File: src/rtl/lsq_port_op_if.sv
// ============================================================================
// Module  : lsq_port_op_if
// Brief   : Address/data handshake bundle between circuit, port adapter and LSQ.
// Revision: 1.0 - initial release
// ============================================================================
`default_nettype none

interface lsq_port_op_if #(
  parameter int ADDRESS_SIZE    = 32,
  parameter int DATA_SIZE       = 32,
  parameter int MAX_OUTSTANDING = 8
);
  localparam int C_OUT_W = $clog2(MAX_OUTSTANDING + 1);

  logic [ADDRESS_SIZE-1:0] addr_in;
  logic                    addr_in_valid;
  logic                    addr_in_ready;
  logic [DATA_SIZE-1:0]    data_in;
  logic                    data_in_valid;
  logic                    data_in_ready;
  logic [ADDRESS_SIZE-1:0] addr_out;
  logic                    addr_out_valid;
  logic                    addr_out_ready;
  logic [DATA_SIZE-1:0]    data_out;
  logic                    data_out_valid;
  logic                    data_out_ready;
  logic [C_OUT_W-1:0]      outstanding;

  // Adapter side.
  modport slave (
    input  addr_in, addr_in_valid, data_in, data_in_valid,
    input  addr_out_ready, data_out_ready,
    output addr_in_ready, data_in_ready,
    output addr_out, addr_out_valid, data_out, data_out_valid, outstanding
  );

  // Driving side (circuit / LSQ models).
  modport master (
    output addr_in, addr_in_valid, data_in, data_in_valid,
    output addr_out_ready, data_out_ready,
    input  addr_in_ready, data_in_ready,
    input  addr_out, addr_out_valid, data_out, data_out_valid, outstanding
  );
endinterface

`default_nettype wire

File: src/rtl/lsq_port_op.sv
// ============================================================================
// Module  : lsq_port_op
// Brief   : LSQ load/store port adapter with a DEPTH-entry FIFO per channel.
//           Macro LSQ_PORT_BYPASS_EN enables 0-cycle bypass through empty FIFOs.
// Revision: 1.0 - initial release
// ============================================================================
`default_nettype none

module lsq_port_op_fifo #(
  parameter int WIDTH = 32,
  parameter int DEPTH = 4
) (
  input  logic             clk,
  input  logic             rst,
  input  logic             push,
  input  logic [WIDTH-1:0] wr_data,
  input  logic             pop,
  output logic [WIDTH-1:0] head,
  output logic             empty,
  output logic             full
);
  localparam int                 C_PTR_W    = $clog2(DEPTH);
  localparam int                 C_CNT_W    = $clog2(DEPTH + 1);
  localparam logic [C_PTR_W-1:0] C_LAST_PTR = C_PTR_W'(DEPTH - 1);
  localparam logic [C_CNT_W-1:0] C_FULL_CNT = C_CNT_W'(DEPTH);

  logic [WIDTH-1:0]   r_mem [DEPTH];
  logic [C_PTR_W-1:0] r_wr_ptr;
  logic [C_PTR_W-1:0] r_rd_ptr;
  logic [C_CNT_W-1:0] r_count;
  logic               w_wr;
  logic               w_rd;

  assign empty = (r_count == '0);
  assign full  = (r_count == C_FULL_CNT);
  // A pop while empty only happens on bypass: the pushed word leaves directly.
  assign w_wr  = push && !(pop && empty);
  assign w_rd  = pop && !empty;
  assign head  = empty ? '0 : r_mem[r_rd_ptr];

  always_ff @(posedge clk) begin
    if (w_wr) begin
      r_mem[r_wr_ptr] <= wr_data;
    end
  end

  always_ff @(posedge clk) begin
    if (rst) begin
      r_wr_ptr <= '0;
      r_rd_ptr <= '0;
      r_count  <= '0;
    end else begin
      if (w_wr) begin
        r_wr_ptr <= (r_wr_ptr == C_LAST_PTR) ? '0 : r_wr_ptr + C_PTR_W'(1);
      end
      if (w_rd) begin
        r_rd_ptr <= (r_rd_ptr == C_LAST_PTR) ? '0 : r_rd_ptr + C_PTR_W'(1);
      end
      case ({w_wr, w_rd})
        2'b10:   r_count <= r_count + C_CNT_W'(1);
        2'b01:   r_count <= r_count - C_CNT_W'(1);
        default: r_count <= r_count;
      endcase
    end
  end
endmodule

module lsq_port_op #(
  parameter int IS_STORE        = 0,
  parameter int DATA_SIZE       = 32,
  parameter int ADDRESS_SIZE    = 32,
  parameter int DEPTH           = 4,
  parameter int MAX_OUTSTANDING = 8
) (
  input logic          clk,
  input logic          rst,
  lsq_port_op_if.slave bus
);
  localparam int                 C_OUT_W = $clog2(MAX_OUTSTANDING + 1);
  localparam logic [C_OUT_W-1:0] C_MAX   = C_OUT_W'(MAX_OUTSTANDING);
`ifdef LSQ_PORT_BYPASS_EN
  localparam logic               C_BYPASS = 1'b1;
`else
  localparam logic               C_BYPASS = 1'b0;
`endif

  logic                    w_a_push;
  logic                    w_a_pop;
  logic                    w_a_empty;
  logic                    w_a_full;
  logic                    w_a_avail;
  logic [ADDRESS_SIZE-1:0] w_a_head;
  logic                    w_d_push;
  logic                    w_d_pop;
  logic                    w_d_empty;
  logic                    w_d_full;
  logic                    w_d_avail;
  logic [DATA_SIZE-1:0]    w_d_head;

  lsq_port_op_fifo #(.WIDTH(ADDRESS_SIZE), .DEPTH(DEPTH)) u_addr_fifo (
    .clk     (clk),
    .rst     (rst),
    .push    (w_a_push),
    .wr_data (bus.addr_in),
    .pop     (w_a_pop),
    .head    (w_a_head),
    .empty   (w_a_empty),
    .full    (w_a_full)
  );

  lsq_port_op_fifo #(.WIDTH(DATA_SIZE), .DEPTH(DEPTH)) u_data_fifo (
    .clk     (clk),
    .rst     (rst),
    .push    (w_d_push),
    .wr_data (bus.data_in),
    .pop     (w_d_pop),
    .head    (w_d_head),
    .empty   (w_d_empty),
    .full    (w_d_full)
  );

  assign bus.addr_in_ready = !rst && !w_a_full;
  assign w_a_push          = bus.addr_in_valid && bus.addr_in_ready;
  assign w_d_push          = bus.data_in_valid && bus.data_in_ready;

  // A channel can present a word if it holds one, or (bypass) one is arriving now.
  assign w_a_avail = !w_a_empty || (C_BYPASS && w_a_push);
  assign w_d_avail = !w_d_empty || (C_BYPASS && w_d_push);

  assign bus.addr_out = (C_BYPASS && w_a_empty && w_a_push) ? bus.addr_in : w_a_head;
  assign bus.data_out = (C_BYPASS && w_d_empty && w_d_push) ? bus.data_in : w_d_head;

  if (IS_STORE == 0) begin : g_load
    logic [C_OUT_W-1:0] r_outstanding;
    logic               w_below_cap;

    assign w_below_cap        = (r_outstanding < C_MAX);
    assign bus.addr_out_valid = !rst && w_a_avail && w_below_cap;
    assign bus.data_out_valid = !rst && w_d_avail;
    // A result is only accepted against an address already issued.
    assign bus.data_in_ready  = !rst && !w_d_full && (r_outstanding != '0);
    assign w_a_pop            = bus.addr_out_valid && bus.addr_out_ready;
    assign w_d_pop            = bus.data_out_valid && bus.data_out_ready;
    assign bus.outstanding    = r_outstanding;

    always_ff @(posedge clk) begin
      if (rst) begin
        r_outstanding <= '0;
      end else if (w_a_pop && !w_d_push) begin
        r_outstanding <= r_outstanding + C_OUT_W'(1);
      end else if (!w_a_pop && w_d_push) begin
        r_outstanding <= r_outstanding - C_OUT_W'(1);
      end
    end
  end else begin : g_store
    logic w_pair_valid;
    logic w_unused;

    // Address and data leave together; FIFO order keeps the k-th of each paired.
    assign w_pair_valid       = !rst && w_a_avail && w_d_avail;
    assign bus.addr_out_valid = w_pair_valid;
    assign bus.data_out_valid = w_pair_valid;
    assign bus.data_in_ready  = !rst && !w_d_full;
    assign w_a_pop            = w_pair_valid && bus.addr_out_ready;
    assign w_d_pop            = w_a_pop;
    assign bus.outstanding    = '0;
    assign w_unused           = bus.data_out_ready;
  end
endmodule

`default_nettype wire

File: src/flat_wrapper.sv
// flat-port wrapper written by rule: the top's interface ports become plain ports
module lsq_port_op_flat 
#(
  parameter int IS_STORE        = 0,
  parameter int DATA_SIZE       = 32,
  parameter int ADDRESS_SIZE    = 32,
  parameter int DEPTH           = 4,
  parameter int MAX_OUTSTANDING = 8
)
  (clk, rst, bus_addr_in, bus_addr_in_valid, bus_data_in, bus_data_in_valid, bus_addr_out_ready, bus_data_out_ready, bus_addr_in_ready, bus_data_in_ready, bus_addr_out, bus_addr_out_valid, bus_data_out, bus_data_out_valid, bus_outstanding);
  lsq_port_op_if #(.ADDRESS_SIZE(ADDRESS_SIZE), .DATA_SIZE(DATA_SIZE), .MAX_OUTSTANDING(MAX_OUTSTANDING)) bus_i ();
  input logic clk;
  input logic rst;
  input wire logic [$bits(bus_i.addr_in)-1:0] bus_addr_in;
  input wire logic [$bits(bus_i.addr_in_valid)-1:0] bus_addr_in_valid;
  input wire logic [$bits(bus_i.data_in)-1:0] bus_data_in;
  input wire logic [$bits(bus_i.data_in_valid)-1:0] bus_data_in_valid;
  input wire logic [$bits(bus_i.addr_out_ready)-1:0] bus_addr_out_ready;
  input wire logic [$bits(bus_i.data_out_ready)-1:0] bus_data_out_ready;
  output wire logic [$bits(bus_i.addr_in_ready)-1:0] bus_addr_in_ready;
  output wire logic [$bits(bus_i.data_in_ready)-1:0] bus_data_in_ready;
  output wire logic [$bits(bus_i.addr_out)-1:0] bus_addr_out;
  output wire logic [$bits(bus_i.addr_out_valid)-1:0] bus_addr_out_valid;
  output wire logic [$bits(bus_i.data_out)-1:0] bus_data_out;
  output wire logic [$bits(bus_i.data_out_valid)-1:0] bus_data_out_valid;
  output wire logic [$bits(bus_i.outstanding)-1:0] bus_outstanding;
  assign bus_i.addr_in = bus_addr_in;
  assign bus_i.addr_in_valid = bus_addr_in_valid;
  assign bus_i.data_in = bus_data_in;
  assign bus_i.data_in_valid = bus_data_in_valid;
  assign bus_i.addr_out_ready = bus_addr_out_ready;
  assign bus_i.data_out_ready = bus_data_out_ready;
  assign bus_addr_in_ready = bus_i.addr_in_ready;
  assign bus_data_in_ready = bus_i.data_in_ready;
  assign bus_addr_out = bus_i.addr_out;
  assign bus_addr_out_valid = bus_i.addr_out_valid;
  assign bus_data_out = bus_i.data_out;
  assign bus_data_out_valid = bus_i.data_out_valid;
  assign bus_outstanding = bus_i.outstanding;
  lsq_port_op #(.IS_STORE(IS_STORE), .DATA_SIZE(DATA_SIZE), .ADDRESS_SIZE(ADDRESS_SIZE), .DEPTH(DEPTH), .MAX_OUTSTANDING(MAX_OUTSTANDING)) u_core (.clk(clk), .rst(rst), .bus(bus_i));
endmodule
File: config.mk
export PLATFORM = sky130hd
export DESIGN_NAME = lsq_port_op_flat
export DESIGN_NICKNAME = d
export VERILOG_FILES = /design/src/rtl/lsq_port_op_if.sv /design/src/rtl/lsq_port_op.sv /design/src/flat_wrapper.sv
export SDC_FILE = /design/constraint.sdc
export NUM_CORES = 1
export LEC_CHECK = 0
export CORE_ASPECT_RATIO = 1.2
export CORE_MARGIN = 2
export CORE_UTILIZATION = 50
export DETAILED_ROUTE_END_ITERATION = 10
export PLACE_DENSITY = 0.75
export SLEW_MARGIN = 10
export SYNTH_ARGS = -nofsm -noshare
export SYNTH_HDL_FRONTEND = slang
export SYNTH_SLANG_ARGS = --single-unit
File: constraint.sdc
create_clock -name clk -period 5.34 [get_ports clk]
set_input_delay 1.068 -clock clk [delete_from_list [all_inputs] [get_ports clk]]
set_output_delay 1.068 -clock clk [all_outputs]
set_load 0.05 [all_outputs]
# Word-level counts from Yosys, hierarchy flattened
# Memories as Yosys holds them, arrays and structs flattened. A register that Yosys moved wholly into a read port is not among the register bits.
# Cells that the tools add are included.
dict set report classes {
  addsub 10
  n_lt_le_gt_ge 1
  n_eq_ne 10
  n_mux 18
  reduce_logical 33
}
# operator n
set op_table {}
lappend op_table {{32-bit two-way mux} 2}
lappend op_table {{1-bit logical AND} 18}
lappend op_table {{2-bit two-way mux} 8}
lappend op_table {{2-bit == test (second input constant)} 6}
lappend op_table {{3-bit case mux with 2 select lines} 2}
lappend op_table {{1-bit logical NOT} 9}
lappend op_table {{2-bit by 1-bit adder with 2-bit output (second input constant)} 4}
lappend op_table {{4-bit two-way mux} 2}
lappend op_table {{3-bit by 1-bit adder with 3-bit output (second input constant)} 2}
lappend op_table {{3-bit == test (second input constant)} 2}
lappend op_table {{3-bit logical NOT} 2}
lappend op_table {{2-bit nonzero test} 3}
lappend op_table {{3-bit by 1-bit subtractor with 3-bit output (second input constant)} 2}
lappend op_table {{4-bit by 1-bit adder with 4-bit output (second input constant)} 1}
lappend op_table {{2-bit by 1-bit == test with 1-bit output (second input constant)} 2}
lappend op_table {{4-bit less-than comparator (second input constant)} 1}
lappend op_table {{1-bit two-way mux} 4}
lappend op_table {{4-bit nonzero test} 1}
lappend op_table {{4-bit by 1-bit subtractor with 4-bit output (second input constant)} 1}
dict set report word_totals {
  reg_bits 18
  ram_bits 256
  input_bits 70
  mem_count 2
}
# memory depth width read_ports rd_ports_with_merged_regs write_ports line
set mem_list {}
lappend mem_list {u_core.u_addr_fifo.r_mem 4 32 1 1 1 lsq_port_op.sv:27} ;# logic [WIDTH-1:0] r_mem [DEPTH];
lappend mem_list {u_core.u_data_fifo.r_mem 4 32 1 1 1 lsq_port_op.sv:27}

# Logic depth before layout (Yosys ltp)
dict set report depth {
  ltp_word 10
  depth_mapped 10
}

# Modules after synthesis
# A second synthesis with hierarchy kept.
dict set report hier_totals {
  cells_unflattened 545
  hier_area_um2 10949.3
}
# module n_inst cells_per_inst area_per_inst_um2 seq_area_each_um2
set modules_own_cells {}
lappend modules_own_cells {lsq_port_op_fifo 2 254 5316.3 4023.9}
lappend modules_own_cells {lsq_port_op 1 37 316.6 80.1}

# Worst setup path before layout
# OpenSTA, ideal clock, no wires.
dict set report synth_timing {
  kind {input to register}
  startpoint {in rst}
  endpoint {reg u_core.g_load.r_outstanding[3] (netlist: u_core.bus.outstanding[3])}
  setup_time_ns 0.121
  arrival_time_ns 3.922
  required_time_ns 5.219
  setup_slack_ns 1.297
  stages 10
  path_buffers 1
  path_cell_list {buf_2 -> nor3_1 -> and2_1 -> ha_1 -> inv_1 -> ha_1 -> a21oi_1 -> a211oi_1 -> a31oi_1 -> mux2_2}
}
dict set report synth_between {
  elab_chain_len 7
}
# element line
set synth_lines {}
lappend synth_lines {{start, declared} flat_wrapper.sv:13} ;# input logic rst;
lappend synth_lines {{1-bit logical NOT (*)} lsq_port_op.sv:138} ;# assign bus.addr_out_valid = !rst && w_a_avail && w_below_cap;
lappend synth_lines {{1-bit logical AND (*) (2 in a row)} lsq_port_op.sv:138}
lappend synth_lines {{net bus_addr_out_valid} flat_wrapper.sv:23} ;# output wire logic [$bits(bus_i.addr_out_valid)-1:0] bus_addr_out_valid;
lappend synth_lines {{1-bit logical AND (*)} lsq_port_op.sv:142} ;# assign w_a_pop = bus.addr_out_valid && bus.addr_out_ready;
lappend synth_lines {{1-bit logical NOT} lsq_port_op.sv:151} ;# end else if (!w_a_pop && w_d_push) begin
lappend synth_lines {{1-bit logical AND} lsq_port_op.sv:151}
lappend synth_lines {{2-bit nonzero test (no line)} --}
lappend synth_lines {{end signal, assigned} lsq_port_op.sv:150} ;# r_outstanding <= r_outstanding + C_OUT_W'(1);
lappend synth_lines {{end signal, assigned} lsq_port_op.sv:152} ;# r_outstanding <= r_outstanding - C_OUT_W'(1);
lappend synth_lines {{end, declared} lsq_port_op.sv:134} ;# logic [C_OUT_W-1:0] r_outstanding;
# The timed path passes the listed nets; every way through them passes the cells marked *.
# A chain may end at the register's enable or synchronous reset.

==> run metrics <==
# clock sinks 278; CTS tree built; vias after detailed routing 5400; largest net degree at the start of global routing 33; Cell Chain, Critical Path buf_4 -> mux4_2 -> nor2b_1 -> clkdlybuf4s50_1; number of distinct library cells after synthesis 32; number of flops mapped to enable cells by yosys 256; Max transition margin 40.0%; Pre-antenna DRT Iters 4; outcome finished, final reports clean; slowest CP cell clkdlybuf4s50_1; Max Buffers Root-to-Sink 3; hold_buf cts 0; top-count cell post-synth edfxtp_1; RSZ-0062 raised after global routing no; cells after synthesis 541; Avg Cell Area, Syn 20.2 sq um; Setup Buffers After CTS 0; FF/Latch Area 8130 sq um; clk_lat worst skew 530 ps; synth cell count leaders edfxtp_1 (256), nor2b_1 (65), mux4_2 (64), dfxtp_1 (22), nor2_1 (20); IO Pins 142; final hold vios 0; worst vdd ir 299 uV; Crit Reg-Reg Startpoint u_core.u_addr_fifo.r_count[0]; cell taking the most area after synthesis edfxtp_1; Clk pwr share 29.9%; Synth top area share 70.4%; Synth Flop Type edfxtp_1; synth-to-layout area growth 23.0%; Critical Path Start Type register; CP endpoint kind output port; # fillers 1524; clk slew on worst S/H paths 60 ps; clock root buffer clkbuf_16; # setup viols final 0; leakage 4.25 nW; Synth area leaders edfxtp_1 (70%), mux4_2 (13%), dfxtp_1 (4.0%), nor2b_1 (3.7%), ha_1 (1.7%); P_sw 0.00165 W; max_cap viols 0; Layout Nets 789; Initial Utilization 50.7%; Final TNS setup 0 ps; Tot Pwr 0.00574 W; wire length per cell 19.6 um; DRT iter0 DRCs 246; sequential fraction of design power 45.8%; Hold WS 499 ps; dpl cell area 12600 sq um; RR Endpoint u_core.bus.outstanding[3]; vias in the first global route 5845; WL final 19500 um; synthesized area 10900 sq um; Tcrit/Tclk final 77.4%; H-tree depth 1; first-pass GRT wire length 30700 um; sw frac 28.8%; PostCTS Resize Cnt 0; Worst R2R Setup Slack 2470 ps; worst r2r path cells 10; hold depth 2; diode count 0; GP Congestion 0.733; drt drc 0; initial antenna violation count 0; DIE AREA 23100 sq um; # rows 59; core area 21600 sq um; setup slack at placement 1140 ps; Die Wd 139 um; Seq cells post-synth 278; critical path type register to output port; worst clock skew 9.45 ps; Max stage delay on crit path 720 ps; half-perimeter wire length after placement 12000 um; fin worst setup slack 1210 ps; power per cell area 427 nW/um^2; FMAX 0.242 GHz; post-route ant nets 0; chip height 166 um; Max Slew Vio Count 0; Logic pwr share 24.3%; Tmin final 4130 ps; layout cells sized above 1 17.1%; crit path max fanout 21; Hold Crit Class register to register; TritonCTS Buffers 27; area of the multi-input gates 2590 sq um; post-synthesis async set-or-reset flop share 0%; synth warn 0; CP arrival 3060 ps; Port Buffer Count 141; Worst Min Path Start u_core.u_data_fifo.r_rd_ptr[0]; Syn Nets 629; vias per inst 5.43; remaining global-route overflow 0; GRT Total Usage 16.7%; Least-Margin Pin Slew 901 ps; CP required 4270 ps; final instance area 13400 sq um; internal power 0.00408 W; post-synthesis sequential area ratio 74.4%
[state kept, by name, summed over array words and instances (netlist names), named ones only]
register,flops
u_core.bus.outstanding,4
u_core.u_addr_fifo.r_mem,128
u_core.u_addr_fifo.r_rd_ptr,2
u_core.u_addr_fifo.r_count,3
u_core.u_addr_fifo.r_wr_ptr,2
u_core.u_data_fifo.r_count,3
u_core.u_data_fifo.r_mem,128
u_core.u_data_fifo.r_rd_ptr,2
u_core.u_data_fifo.r_wr_ptr,2
[layout make-up]
class                           count  area share (%)
Clock buffer                       32            5.17
Tap cell                          274            2.55
Multi-Input combinational cell    224            19.3
Clock inverter                     16           0.763
Inverter                           15           0.419
Timing Repair Buffer              155            11.3
Sequential cell                   278            60.5
[critical path: cells and delay by family, from the launching register on]
family,cells,cell delay [ps]
multiplexers,1,540
buffers and inverters,2,1200
AND/OR/NAND/NOR,1,180
flip-flops,1,610
[cell usage in the layout (no fill, tap or decap), types with 3 or more instances in the layout]
cell type / synthesis / final
edfxtp_1: 256 / 256
clkdlybuf4s50_1: 0 / 141
nor2b_1: 65 / 65
mux4_2: 64 / 64
clkbuf_16: 0 / 27
nor2_1: 20 / 20
dfxtp_1: 22 / 20
inv_1: 15 / 15
ha_1: 15 / 15
buf_4: 0 / 14
and2_1: 11 / 9
a21oi_1: 8 / 8
clkinv_1: 0 / 8
xor2_1: 5 / 5
nand2_1: 5 / 5
clkbuf_1: 7 / 5
clkinv_2: 0 / 5
mux2i_1: 4 / 4
o31ai_1: 4 / 4
or3_1: 3 / 3
fa_1: 3 / 3
[stage by stage]
step	utilization (%)	std cells
after floorplan	-	541
after global placement	58.6	946
after detailed placement	58.6	946
after CTS	62.3	994
after global routing	62.3	994
final	62.3	994
[worst max-delay path by stage]
stage	from	to	slack [ps]	cells past startpoint
3_3_place_gp	rst	bus_data_in_ready	1270	4
6_report	register	bus_addr_out[31]	1210	4
3_5_place_dp	rst	u_core.bus.outstanding[3]	1140	11
4_1_cts	register	bus_addr_out[19]	1090	4
2_1_floorplan	rst	u_core.bus.outstanding[3]	1300	10
5_1_grt	register	bus_addr_out[2]	980	4
[metal layers]
metal / global-route usage [%] / vias to the layer above / wire length, um
li1: - / 2447 / -
met1: 20.1 / 2750 / 7640
met2: 30.6 / 176 / 10300
met3: 4.15 / 27 / 1290
met4: 3.73 / 0 / 295
met5: 0 / - / 0
[power by group through the flow]
stage          combinational [W]  clock, W  sequential (W)
2_1_floorplan           0.000966         0         0.00268
3_3_place_gp             0.00138         0         0.00267
6_report                 0.00139   0.00171         0.00263
3_5_place_dp             0.00141         0         0.00268
5_1_grt                  0.00148   0.00185         0.00265
4_1_cts                  0.00141   0.00176         0.00263
[logic make-up (layout without fill, tap and decap cells)]
kind of cell	Yosys count	in the layout	synth area share, %
simple gates	114	114	6.23
mux	69	69	13.7
xor+xnor	6	6	0.481
flops	278	278	74.4
buf+inv	39	218	1.98
compound gates	17	17	0.974
fa+ha+maj	18	18	2.27
Note: power is estimated with default switching activity, not from simulation.
